[src/rtl/spam_timer_pkg.sv]
// spam_timer shared definitions
// SPAM bus widths, register offsets and CTRL bit positions
package spam_timer_pkg;

  localparam int SPAM_ADDR_HI = 31;
  localparam int SPAM_DATA_HI = 31;
  localparam int SPAM_DID_HI  = 3;

  localparam logic [7:0] TMR_OFF_CTRL     = 8'h00;
  localparam logic [7:0] TMR_OFF_PRESCALE = 8'h04;
  localparam logic [7:0] TMR_OFF_COUNT    = 8'h08;
  localparam logic [7:0] TMR_OFF_COMPARE  = 8'h0C;
  localparam logic [7:0] TMR_OFF_STATUS   = 8'h10;
  localparam logic [7:0] TMR_OFF_SNAP     = 8'h14;

  localparam int TMR_CTRL_EN     = 0;
  localparam int TMR_CTRL_AR     = 1;
  localparam int TMR_CTRL_IRQ_EN = 2;

  localparam logic [31:0] TMR_COMPARE_RST = 32'hFFFF_FFFF;

  typedef enum logic [2:0] {
    REG_CTRL,
    REG_PRESCALE,
    REG_COUNT,
    REG_COMPARE,
    REG_STATUS,
    REG_SNAP,
    REG_NONE
  } tmr_reg_e;

  // Word offset to register select; byte lane bits are ignored
  function automatic tmr_reg_e tmr_decode(input logic [7:0] off);
    tmr_reg_e sel;
    case (off[7:2])
      6'h00:   sel = REG_CTRL;
      6'h01:   sel = REG_PRESCALE;
      6'h02:   sel = REG_COUNT;
      6'h03:   sel = REG_COMPARE;
      6'h04:   sel = REG_STATUS;
      6'h05:   sel = REG_SNAP;
      default: sel = REG_NONE;
    endcase
    return sel;
  endfunction

endpackage

[src/rtl/spam_timer_tick.sv]
// spam_timer prescaler
// Emits one tick every prescale+1 cycles while enabled
module spam_timer_tick (
  input  logic        clk,
  input  logic        rst,
  input  logic        i_en,
  input  logic [15:0] i_prescale,
  input  logic        i_clear,
  output logic        o_tick
);

  logic [15:0] r_pcnt;

  assign o_tick = i_en && (r_pcnt == i_prescale);

  // Prescale counter, held at zero while disabled or on reconfiguration
  always_ff @(posedge clk) begin
    if (rst || i_clear || !i_en) begin
      r_pcnt <= '0;
    end else if (o_tick) begin
      r_pcnt <= '0;
    end else begin
      r_pcnt <= r_pcnt + 16'd1;
    end
  end

endmodule

[src/rtl/spam_timer.sv]
// spam_timer top
// SPAM-mapped 32-bit timer with compare, autoreload and level irq
module spam_timer
  import spam_timer_pkg::*;
#(
  parameter logic [SPAM_ADDR_HI:0] TMR_BASE = '0
) (
  input  logic                  clk,
  input  logic                  rst,
  input  logic                  spamo_valid,
  input  logic                  spamo_r_nw,
  input  logic [SPAM_DID_HI:0]  spamo_did,
  input  logic [SPAM_ADDR_HI:0] spamo_addr,
  input  logic [SPAM_DATA_HI:0] spamo_data,
  output logic                  tmr__spami_busy_b,
  output logic [SPAM_DATA_HI:0] tmr__spami_data,
  output logic                  tmr_irq
);

  logic [2:0]            r_ctrl;
  logic [15:0]           r_prescale;
  logic [31:0]           r_count;
  logic [31:0]           r_compare;
  logic                  r_match;
  logic [31:0]           r_snap;
  logic                  r_busy;
  logic [SPAM_DATA_HI:0] r_data;
  logic                  r_irq;

  logic                  w_hit;
  logic                  w_rd;
  logic                  w_wr;
  tmr_reg_e              w_sel;
  logic                  w_wr_ctrl;
  logic                  w_wr_pre;
  logic                  w_wr_cnt;
  logic                  w_wr_cmp;
  logic                  w_wr_sts;
  logic                  w_rd_snap;
  logic                  w_tick;
  logic                  w_cnt_eq;
  logic [SPAM_DATA_HI:0] w_rdata;
  logic                  w_unused;

  assign w_hit = spamo_valid &&
    (spamo_addr[SPAM_ADDR_HI:8] == TMR_BASE[SPAM_ADDR_HI:8]);
  assign w_rd  = w_hit && spamo_r_nw;
  assign w_wr  = w_hit && !spamo_r_nw;
  assign w_sel = tmr_decode(spamo_addr[7:0]);

  assign w_wr_ctrl = w_wr && (w_sel == REG_CTRL);
  assign w_wr_pre  = w_wr && (w_sel == REG_PRESCALE);
  assign w_wr_cnt  = w_wr && (w_sel == REG_COUNT);
  assign w_wr_cmp  = w_wr && (w_sel == REG_COMPARE);
  assign w_wr_sts  = w_wr && (w_sel == REG_STATUS);
  assign w_rd_snap = w_rd && (w_sel == REG_SNAP);

  assign w_cnt_eq = (r_count == r_compare);

  // Requester ID, byte lanes and the snapshot latch are not observable
  assign w_unused = ^{spamo_did, spamo_addr[1:0], r_snap};

  spam_timer_tick u_tick (
    .clk        (clk),
    .rst        (rst),
    .i_en       (r_ctrl[TMR_CTRL_EN]),
    .i_prescale (r_prescale),
    .i_clear    (w_wr_ctrl || w_wr_pre),
    .o_tick     (w_tick)
  );

  // Read mux over pre-update register values
  always_comb begin
    w_rdata = '0;
    unique case (w_sel)
      REG_CTRL:     w_rdata = {29'd0, r_ctrl};
      REG_PRESCALE: w_rdata = {16'd0, r_prescale};
      REG_COUNT:    w_rdata = r_count;
      REG_COMPARE:  w_rdata = r_compare;
      REG_STATUS:   w_rdata = {31'd0, r_match};
      REG_SNAP:     w_rdata = r_count;
      default:      w_rdata = '0;
    endcase
  end

  // Software-written configuration registers and snapshot latch
  always_ff @(posedge clk) begin
    if (rst) begin
      r_ctrl     <= '0;
      r_prescale <= '0;
      r_compare  <= TMR_COMPARE_RST;
      r_snap     <= '0;
    end else begin
      if (w_wr_ctrl) r_ctrl <= spamo_data[2:0];
      if (w_wr_pre) r_prescale <= spamo_data[15:0];
      if (w_wr_cmp) r_compare <= spamo_data;
      if (w_rd_snap) r_snap <= r_count;
    end
  end

  // Counter and sticky match; software COUNT write beats a tick
  always_ff @(posedge clk) begin
    if (rst) begin
      r_count <= '0;
      r_match <= 1'b0;
    end else begin
      if (w_wr_cnt) begin
        r_count <= spamo_data;
      end else if (w_tick) begin
        if (w_cnt_eq && r_ctrl[TMR_CTRL_AR]) r_count <= '0;
        else r_count <= r_count + 32'd1;
      end
      if (w_tick && !w_wr_cnt && w_cnt_eq) begin
        r_match <= 1'b1;
      end else if (w_wr_sts && spamo_data[0]) begin
        r_match <= 1'b0;
      end
    end
  end

  // One-cycle response strobe, data zeroed unless returning a read
  always_ff @(posedge clk) begin
    if (rst) begin
      r_busy <= 1'b0;
      r_data <= '0;
      r_irq  <= 1'b0;
    end else begin
      r_busy <= w_hit;
      r_data <= w_rd ? w_rdata : '0;
      r_irq  <= r_match && r_ctrl[TMR_CTRL_IRQ_EN];
    end
  end

  assign tmr__spami_busy_b = r_busy;
  assign tmr__spami_data   = r_data;
  assign tmr_irq           = r_irq;

endmodule

[config.mk]
export PLATFORM = sky130hd
export DESIGN_NAME = spam_timer
export DESIGN_NICKNAME = d
export VERILOG_FILES = /design/src/rtl/spam_timer_pkg.sv /design/src/rtl/spam_timer_tick.sv /design/src/rtl/spam_timer.sv
export SDC_FILE = /design/constraint.sdc
export NUM_CORES = 1
export LEC_CHECK = 0
export BUFFER_PORTS_ARGS = -buffer_cell sky130_fd_sc_hd__buf_4
export CORE_UTILIZATION = 50
export DETAILED_ROUTE_END_ITERATION = 16
export PLACE_DENSITY_LB_ADDON = 0.12
export SYNTH_ARGS = -nofsm -noshare
export SYNTH_HDL_FRONTEND = slang
export SYNTH_SLANG_ARGS = --single-unit
[constraint.sdc]
create_clock -name clk -period 2.65 [get_ports clk]
set_input_delay 0.53 -clock clk [delete_from_list [all_inputs] [get_ports clk]]
set_output_delay 0.53 -clock clk [all_outputs]
set_load 0.05 [all_outputs]
Word level (Yosys, flattened, before mapping)
Cells that the tools add are included.
- register bits after elaboration: 134
- bits in latches: 0
- memory bits (writable): 0
- memory bits (read-only): 0
- input port bits: 72
- word-level logic and storage cells: 59
- memories: 0
- add/subtract/negate cells: 2
- $mul: 0
- div/mod/pow operators: 0
- $lt $le $gt $ge: 0
- equality and inequality tests: 12
- shift-type cells: 0
- mux-type cells: 7
- bitwise operators: 1
- reductions and logical operators: 28
- operators by type and width (operator ; count):
    $pmux W32 S5 ; 1
    $mux W32 ; 3
    $add A32 B1 Y32 const B ; 1
    $eq A32 B32 Y1 ; 1
    $logic_not A24 Y1 ; 1
    $pmux W3 S6 ; 1
    $add A16 B1 Y16 const B ; 1
    $eq A16 B16 Y1 ; 1
    $logic_and A1 B1 Y1 ; 14
    $eq A6 B2 Y1 const B ; 2
    $eq A6 B3 Y1 const B ; 2
    $eq A3 B2 Y1 const B ; 2
    $eq A3 B3 Y1 const B ; 2
    $eq A6 B1 Y1 const B ; 1
    $logic_not A6 Y1 ; 1
    $reduce_or A2 Y1 ; 3
    $reduce_bool A2 Y1 ; 2
    $eq A3 B1 Y1 const B ; 1
    $logic_not A1 Y1 ; 3
    $logic_not A3 Y1 ; 1
    $logic_or A1 B1 Y1 ; 3
    $mux W1 ; 2
    $not A1 Y1 ; 1

Longest topological paths before layout
Gate-level depths: netlist of the first run.
- depth in word-level cells: 8
- mapped depth: 10
- gate-level depth less buffers: 8

By module
A second synthesis of the first run with hierarchy kept.
- cell total of the unflattened synthesis: 759
- area, all modules: 6897.9 sq um
- modules (own cells, without submodules) (module ; instances ; cells an instance ; area each (sq um) ; sequential area each (sq um)):
    spam_timer ; 1 ; 661 ; 6042.0 ; 2362.3
    spam_timer_tick ; 1 ; 98 ; 855.8 ; 320.3

Worst setup path after synthesis of the first run
OpenSTA, ideal clock, no wires.
- path kind: in2reg
- start: input spamo_addr[7]
- end: register r_compare[10]
- library setup time: 0.120 ns
- arrival: 2.211 ns
- required time: 2.530 ns
- slack: 0.319 ns
- stages on the path: 9
- path buffers: 3
- path through: or3_1 nor2_2 and3_1 clkbuf_1 and2_1 buf_2 buf_2 nor2b_1 a211o_1
- word-level cells in the longest chain between the ends: 4
- ends and longest elaborated chain (what ; line ; text):
    from (decl) ; spam_timer.sv:13 ; input logic [SPAM_ADDR_HI:0] spamo_addr,
    $eq A6 B3 Y1, or another cell as far along ; spam_timer_pkg.sv:35 ; case (off[7:2])
    $pmux W3 S6 * ; spam_timer_pkg.sv:35 ;
    $eq A3 B2 Y1 * ; spam_timer.sv:54 ; assign w_wr_cmp = w_wr && (w_sel == REG_COMPARE);
    $logic_and A1 B1 Y1 * ; spam_timer.sv:54 ;
    to (signal assigned) ; spam_timer.sv:96 ; if (w_wr_cmp) r_compare <= spamo_data;
    to (decl) ; spam_timer.sv:23 ; logic [31:0] r_compare;
Mark *: on every way between the ends. The rest lies on a longest branch, timed or not.
A chain may end at the register's enable or synchronous reset.

Worst setup path in the final report of the first run
- start: register u_tick.r_pcnt[2]
- end: register r_count[24]
- word-level cells in the longest chain between the ends: 3
- ends and longest elaborated chain (what ; line ; text):
    from (decl) ; spam_timer_tick.sv:12 ; logic [15:0] r_pcnt;
    from (signal assigned) ; spam_timer_tick.sv:23 ; r_pcnt <= r_pcnt + 16'd1;
    $eq A16 B16 Y1 ; spam_timer_tick.sv:14 ; assign o_tick = i_en && (r_pcnt == i_prescale);
    $logic_and A1 B1 Y1 ; spam_timer_tick.sv:14 ;
    $reduce_bool A2 Y1 (no line) ; n/a ;
    to (signal assigned) ; spam_timer.sv:108 ; r_count <= spamo_data;
    to (signal assigned) ; spam_timer.sv:111 ; else r_count <= r_count + 32'd1;
    to (decl) ; spam_timer.sv:22 ; logic [31:0] r_count;
No other way between the ends.

==> impl_metrics.json, run 1 <==
{
  "status": "complete, no violations",
  "crit_path_cell_trace": "xor2_1, nor4_2, nand2_1, or4_1, buf_12, nor2_4, buf_6, a41oi_1, a211oi_1",
  "clock_path_buffers": 2,
  "grt.total_usage_pct": 27.5,
  "hold_violations": 0,
  "setup.worst_path.start_class": "flip-flop",
  "die_w_um": 116,
  "number_of_enable_flip_flop_cells_after_synthesis": 0,
  "cap_violations": 0,
  "path_max_fanout": 33,
  "syn_area_um2": 6480,
  "drt_first_iter_violations": 548,
  "switching_share_of_power_pct": 20.7,
  "io_pins": 106,
  "setup_total_negative_slack_ns": 0,
  "postCtsSetupBuffers": 0,
  "routed_wire_length_per_instance_um": 17.5,
  "area_growth_pct": 22.1,
  "max-vdd-ir-drop_mv": 0.393,
  "timing_max_transition_violations_final": 0,
  "cp.required_ns": 2.98,
  "htree_levels": 4,
  "num-nets-final": 906,
  "grt_pass1_vias": 5661,
  "congestion_overflow_gr": 0,
  "synth-seq-area-share_pct": 41.4,
  "cts.hold.buffers_added": 0,
  "fmax_mhz": 406,
  "count_of_placed_standard_cells_in_the_final_layout_fillers_left_out": 1011,
  "postSynthNetCount": 827,
  "worst-endpoint-arrival_ns": 2.79,
  "layout_commonest_cell": "dfxtp_1",
  "globalplace.congestion": 0.863,
  "rsz0062_at_grt": "false",
  "yosysWarnings": 0,
  "power.density_cell_area_nw_per_um2": 537,
  "ant_nets": 0,
  "final.min_clock_period_ns": 2.46,
  "cts_tree": "done",
  "clock_share_of_power_pct": 49.0,
  "core_area_um2": 12600,
  "comb_power_share_pct": 3.6,
  "syn_avg_cell_area_um2": 8.61,
  "synth_cells": 753,
  "cellInternalPower_mw": 3.38,
  "min-delay-path-class": "input port to flip-flop",
  "worstSetupPathType": "flip-flop to flip-flop",
  "final_core_utilization_pct": 62.7,
  "num_antenna_cells": 0,
  "detailroute.via_count": 5881,
  "initial_cell_density_of_the_core_pct": 51.4,
  "drt_pass1_iterations": 6,
  "cts.sinks": 134,
  "post_route_cells_drive_above_1_share_pct": 19.0,
  "dpl.hpwl_um": 12000,
  "numPlacedInstances": 985,
  "worst_pin_slew_ns": 0.513,
  "post-route-drc-count": 0,
  "flip_flop_and_latch_count_after_synthesis": 134,
  "cts_buffers": 17,
  "post_route_clock_period_utilization_pct": 92.9,
  "ys_types": 48,
  "timing.clock.skew_ns": 0.0125,
  "predominant_post_synthesis_flop_cell": "dfxtp_1",
  "clk-insertion-delay-late_ns": 0.42,
  "power_frac_seq_pct": 47.4,
  "n_fill_cell": 1132,
  "max_slew_margin_pct": 65.8,
  "io_buffers": 99,
  "static-leakage-power_nw": 2.81,
  "setup-violations-final": 0,
  "grt_start_max_net_pins": 65,
  "clockRootBuffer": "clkbuf_16",
  "final_cell_mix": "134 x dfxtp_1, 124 x nor2_1, 114 x buf_4",
  "antenna_violations_before_repair": 0,
  "grt_pass1_wl_um": 28300,
  "vias_per_cell": 5.82,
  "die_height_um": 116,
  "dieArea_um2": 13400,
  "fp-row-count": 41,
  "critPathSlowestCell": "or4_1",
  "p_total_mw": 4.25,
  "switchingPower_uw": 879,
  "wirelength_um": 17700,
  "critPathCaptureType": "flip-flop",
  "reg_clk_slew_reported_paths_ns": 0.05,
  "async_set_or_reset_flop_fraction_in_the_synthesized_netlist_pct": 0,
  "worst_path_largest_cell_delay_ns": 0.56
}
logic make-up after synthesis:
family / Yosys count / share of synthesized area, %
XOR/XNOR: 67 / 9.05
adder cells (fa/ha/maj): 2 / 0.386
flip-flops: 134 / 41.4
buffers and inverters: 73 / 4.84
multiplexers: 22 / 3.43
AND/OR/NAND/NOR: 285 / 22.2
AO/OA/AOI/OAI: 170 / 18.7
state kept, by name, summed over array words and instances (netlist names):
register / cells
r_ctrl: 3
u_tick.r_pcnt: 16
tmr__spami_busy_b: 1
tmr__spami_data: 32
r_count: 32
r_match: 1
r_prescale: 16
r_compare: 32
tmr_irq: 1
area by class of cell:
| cell class | instances | area [um2] | share of cell area [%] |
|---|---|---|---|
| repair buffers | 119 | 947 | 12.0 |
| multi-input cells | 546 | 3500 | 44.2 |
| clock buffers | 22 | 494 | 6.24 |
| clock inverters | 4 | 25.0 | 0.316 |
| flip-flops and latches | 134 | 2680 | 33.9 |
| well taps | 172 | 215 | 2.72 |
| inverters | 14 | 52.6 | 0.664 |
what timing repair did:
action                                 in CTS  in global routing
setup endpoints to repair                   0                  5
resized for setup                           0                  2
endpoints found under the hold margin       0                  0
synth_stat cells, types with 3 or more instances:
master    instances  area share, %
nand4_1          11            1.1
a41oi_1           4           0.54
o21ai_0          16            1.2
inv_1            14           0.81
clkbuf_1         37            2.1
nand3b_1          4           0.46
nand2_1          23            1.3
nor2_1          124            7.2
a211oi_1         21            2.4
xnor2_1          14            1.9
and3_1           14            1.4
and2_1            5           0.48
mux2i_1          20            3.1
a31oi_1          11            1.1
dfxtp_1         134             41
a22oi_1          18            2.1
a222oi_1         14            2.2
nor3_1            8           0.62
or4_1             3           0.35
a211o_1          32            4.3
nor4_1           14            1.4
and4_1            4           0.54
xor2_1           53            7.2
o21bai_1          4           0.46
o21ai_1          10           0.77
nand3_1          24            1.9
nor2b_1          39            3.8
a21oi_1          29            2.2
buf_2            17            1.3
o22ai_1           6           0.58
power by group through the flow:
stage                     clock network, mW  logic [mW]  registers, mW
final                                  2.09       0.152           2.02
after global routing                   2.19       0.163           2.01
after CTS                              2.11       0.151           2.02
after detailed placement                  0       0.150           2.06
after global placement                    0       0.148           2.06
after floorplan                           0      0.0459           2.06
per-stage QoR:
step / hold WS (ns) / setup WS, ns / instance area (um2)
floorplan: 0.419 / 0.319 / 6480
global placement: 0.445 / 0.212 / 7390
detailed placement: 0.448 / 0.148 / 7390
CTS: 0.317 / 0.137 / 7910
global route: 0.335 / 0.0457 / 7920
finish: 0.323 / 0.189 / 7920
path summary, 6_finish.rpt:
path	from	endpoint	slack, ns	cells past startpoint
setup / recovery	u_tick.r_pcnt[2]	r_count[24]	0.19	9
hold / removal	spamo_data[18]	r_compare[18]	0.32	2
setup reg to reg	u_tick.r_pcnt[2]	r_count[24]	0.19	9
hold reg to reg	r_match	tmr_irq	0.46	2
critical path, delay by kind of cell, from the launching register on:
family / cells / cell delay [ns]
DFF: 1 / 0.41
xor gates and xnor gates: 1 / 0.13
buffers and inverters: 2 / 0.39
AOI/OAI and AO/OA: 2 / 0.38
and+or+nand+nor: 4 / 1.05
layer usage:
| metal | global-route usage, % | wire (um) | up-vias |
|---|---|---|---|
| met3 | 5.96 | 1140 | 29 |
| met1 | 35.9 | 7890 | 2805 |
| met2 | 44.4 | 8270 | 205 |
| met4 | 10.6 | 400 | 0 |
| li1 | - | - | 2842 |
| met5 | 0 | 0 | - |
(Power assumes the default switching activity.)
==> run 2: changes to the inputs <==
CELL_PAD_IN_SITES_DETAIL_PLACEMENT = 0   (was unset)
CELL_PAD_IN_SITES_GLOBAL_PLACEMENT = 1   (was unset)
CORE_ASPECT_RATIO = 2   (was unset)
CORE_UTILIZATION = 42   (was 50)
==> impl_metrics.json, run 2 (synthesized netlist as in run 1, its figures left out) <==
{
  "status": "complete, no violations",
  "core_area_um2": 15000,
  "critPathCaptureType": "flip-flop",
  "crit_path_cell_trace": "xor2_1, nor4_2, nand2_1, or4_1, nor2_4, buf_4, a31oi_1, a211oi_1",
  "setup_total_negative_slack_ns": 0,
  "max_slew_margin_pct": 61.6,
  "setup-violations-final": 0,
  "static-leakage-power_nw": 2.91,
  "critPathSlowestCell": "or4_1",
  "fp-row-count": 63,
  "vias_per_cell": 5.59,
  "postCtsSetupBuffers": 0,
  "die_height_um": 178,
  "reg_clk_slew_reported_paths_ns": 0.06,
  "cts.hold.buffers_added": 0,
  "htree_levels": 4,
  "hold_path.startpoint": "spamo_data[29]",
  "power.density_cell_area_nw_per_um2": 565,
  "cts.sinks": 134,
  "clock_path_buffers": 2,
  "die_w_um": 89.9,
  "congestion_overflow_gr": 0,
  "drt_first_iter_violations": 401,
  "num-nets-final": 918,
  "routed_wire_length_per_instance_um": 18.3,
  "fmax_mhz": 403,
  "max-vdd-ir-drop_mv": 0.401,
  "timing.reg2reg.worst_path_depth": 8,
  "rsz0062_at_grt": "false",
  "area_growth_pct": 25.3,
  "timing.clock.skew_ns": 0.0119,
  "globalplace.congestion": 0.881,
  "grt_pass1_wl_um": 30700,
  "min-delay-path-class": "input port to flip-flop",
  "cp.required_ns": 2.98,
  "post-route-drc-count": 0,
  "grt.total_usage_pct": 24.9,
  "reg2reg_from": "r_prescale[9]",
  "dpl.hpwl_um": 14000,
  "setup.worst_path.start_class": "flip-flop",
  "layout_commonest_cell": "dfxtp_1",
  "grt_start_max_net_pins": 51,
  "initial_cell_density_of_the_core_pct": 43.3,
  "clk-insertion-delay-late_ns": 0.42,
  "io_pins": 106,
  "worst_pin_slew_ns": 0.577,
  "drt_pass1_iterations": 5,
  "dieArea_um2": 16000,
  "num_antenna_cells": 0,
  "ant_nets": 0,
  "cts_tree": "done",
  "post_cts_resize_count": 0,
  "final.min_clock_period_ns": 2.48,
  "post_route_clock_period_utilization_pct": 93.6,
  "final_cell_mix": "134 x dfxtp_1, 126 x buf_4, 124 x nor2_1",
  "worstSetupPathType": "flip-flop to flip-flop",
  "clockRootBuffer": "clkbuf_16",
  "final_core_utilization_pct": 54.3,
  "cts_buffers": 17,
  "worst_path_largest_cell_delay_ns": 0.65,
  "hold_violations": 0,
  "worst_hold_path.num_cells": 2,
  "path_max_fanout": 14,
  "detailroute.via_count": 5882,
  "worstSetupStartpoint": "r_prescale[9]",
  "timing_max_transition_violations_final": 0,
  "antenna_violations_before_repair": 0,
  "wirelength_um": 19300,
  "cap_violations": 0,
  "io_buffers": 99,
  "worst-endpoint-arrival_ns": 2.81,
  "post_route_cells_drive_above_1_share_pct": 20.5,
  "grt_pass1_vias": 5893
}
[run 2: area by class of cell]
class                           count  area [um2]
Inverter                           14        52.6
Clock inverter                     12         141
Clock buffer                       20         467
Fill cell                        1476        6850
Sequential cell                   134        2680
Tap cell                          195         244
Multi-Input combinational cell    546        3490
Timing Repair Buffer              131        1050
[run 2: per-stage QoR]
stage                     hold slack, ns  area, um2  std cells  power (mW)  worst slack, ns
after floorplan                    0.419       6480        753        2.10            0.319
after global placement             0.449       7520       1020        2.21            0.194
after detailed placement           0.434       7520       1020        2.21            0.162
after CTS                          0.312       8130       1052        4.63            0.161
after global routing               0.313       8130       1052        4.73          0.00590
final                              0.319       8130       1052        4.59            0.170
[run 2: metal layers]
layer	GRT usage (%)	vias up	wire length, um
met2	47.1	142	10400
li1	-	2865	-
met4	14.1	0	909
met5	0	-	0
met1	25.7	2835	7300
met3	4.24	40	636
[run 2: report_power, final]
part           switching, mW  internal [mW]
Clock                  0.946           1.48
Sequential     0.00000000122           2.01
Combinational         0.0748         0.0780
Total                   1.02           3.57
[run 2: worst paths after layout]
| path | endpoint | slack [ns] |
|---|---|---|
| setup / recovery | r_count[7] | 0.17 |
| hold / removal | r_compare[29] | 0.32 |
| hold reg to reg | tmr_irq | 0.44 |
| setup reg to reg | r_count[7] | 0.17 |
[run 2: critical path: cells and delay by family, from the launching register on]
| family | cells | cell delay, ns |
|---|---|---|
| AOI/OAI and AO/OA | 2 | 0.35 |
| xor gates and xnor gates | 1 | 0.19 |
| buffers and inverters | 1 | 0.23 |
| DFF | 1 | 0.37 |
| and+or+nand+nor | 4 | 1.24 |
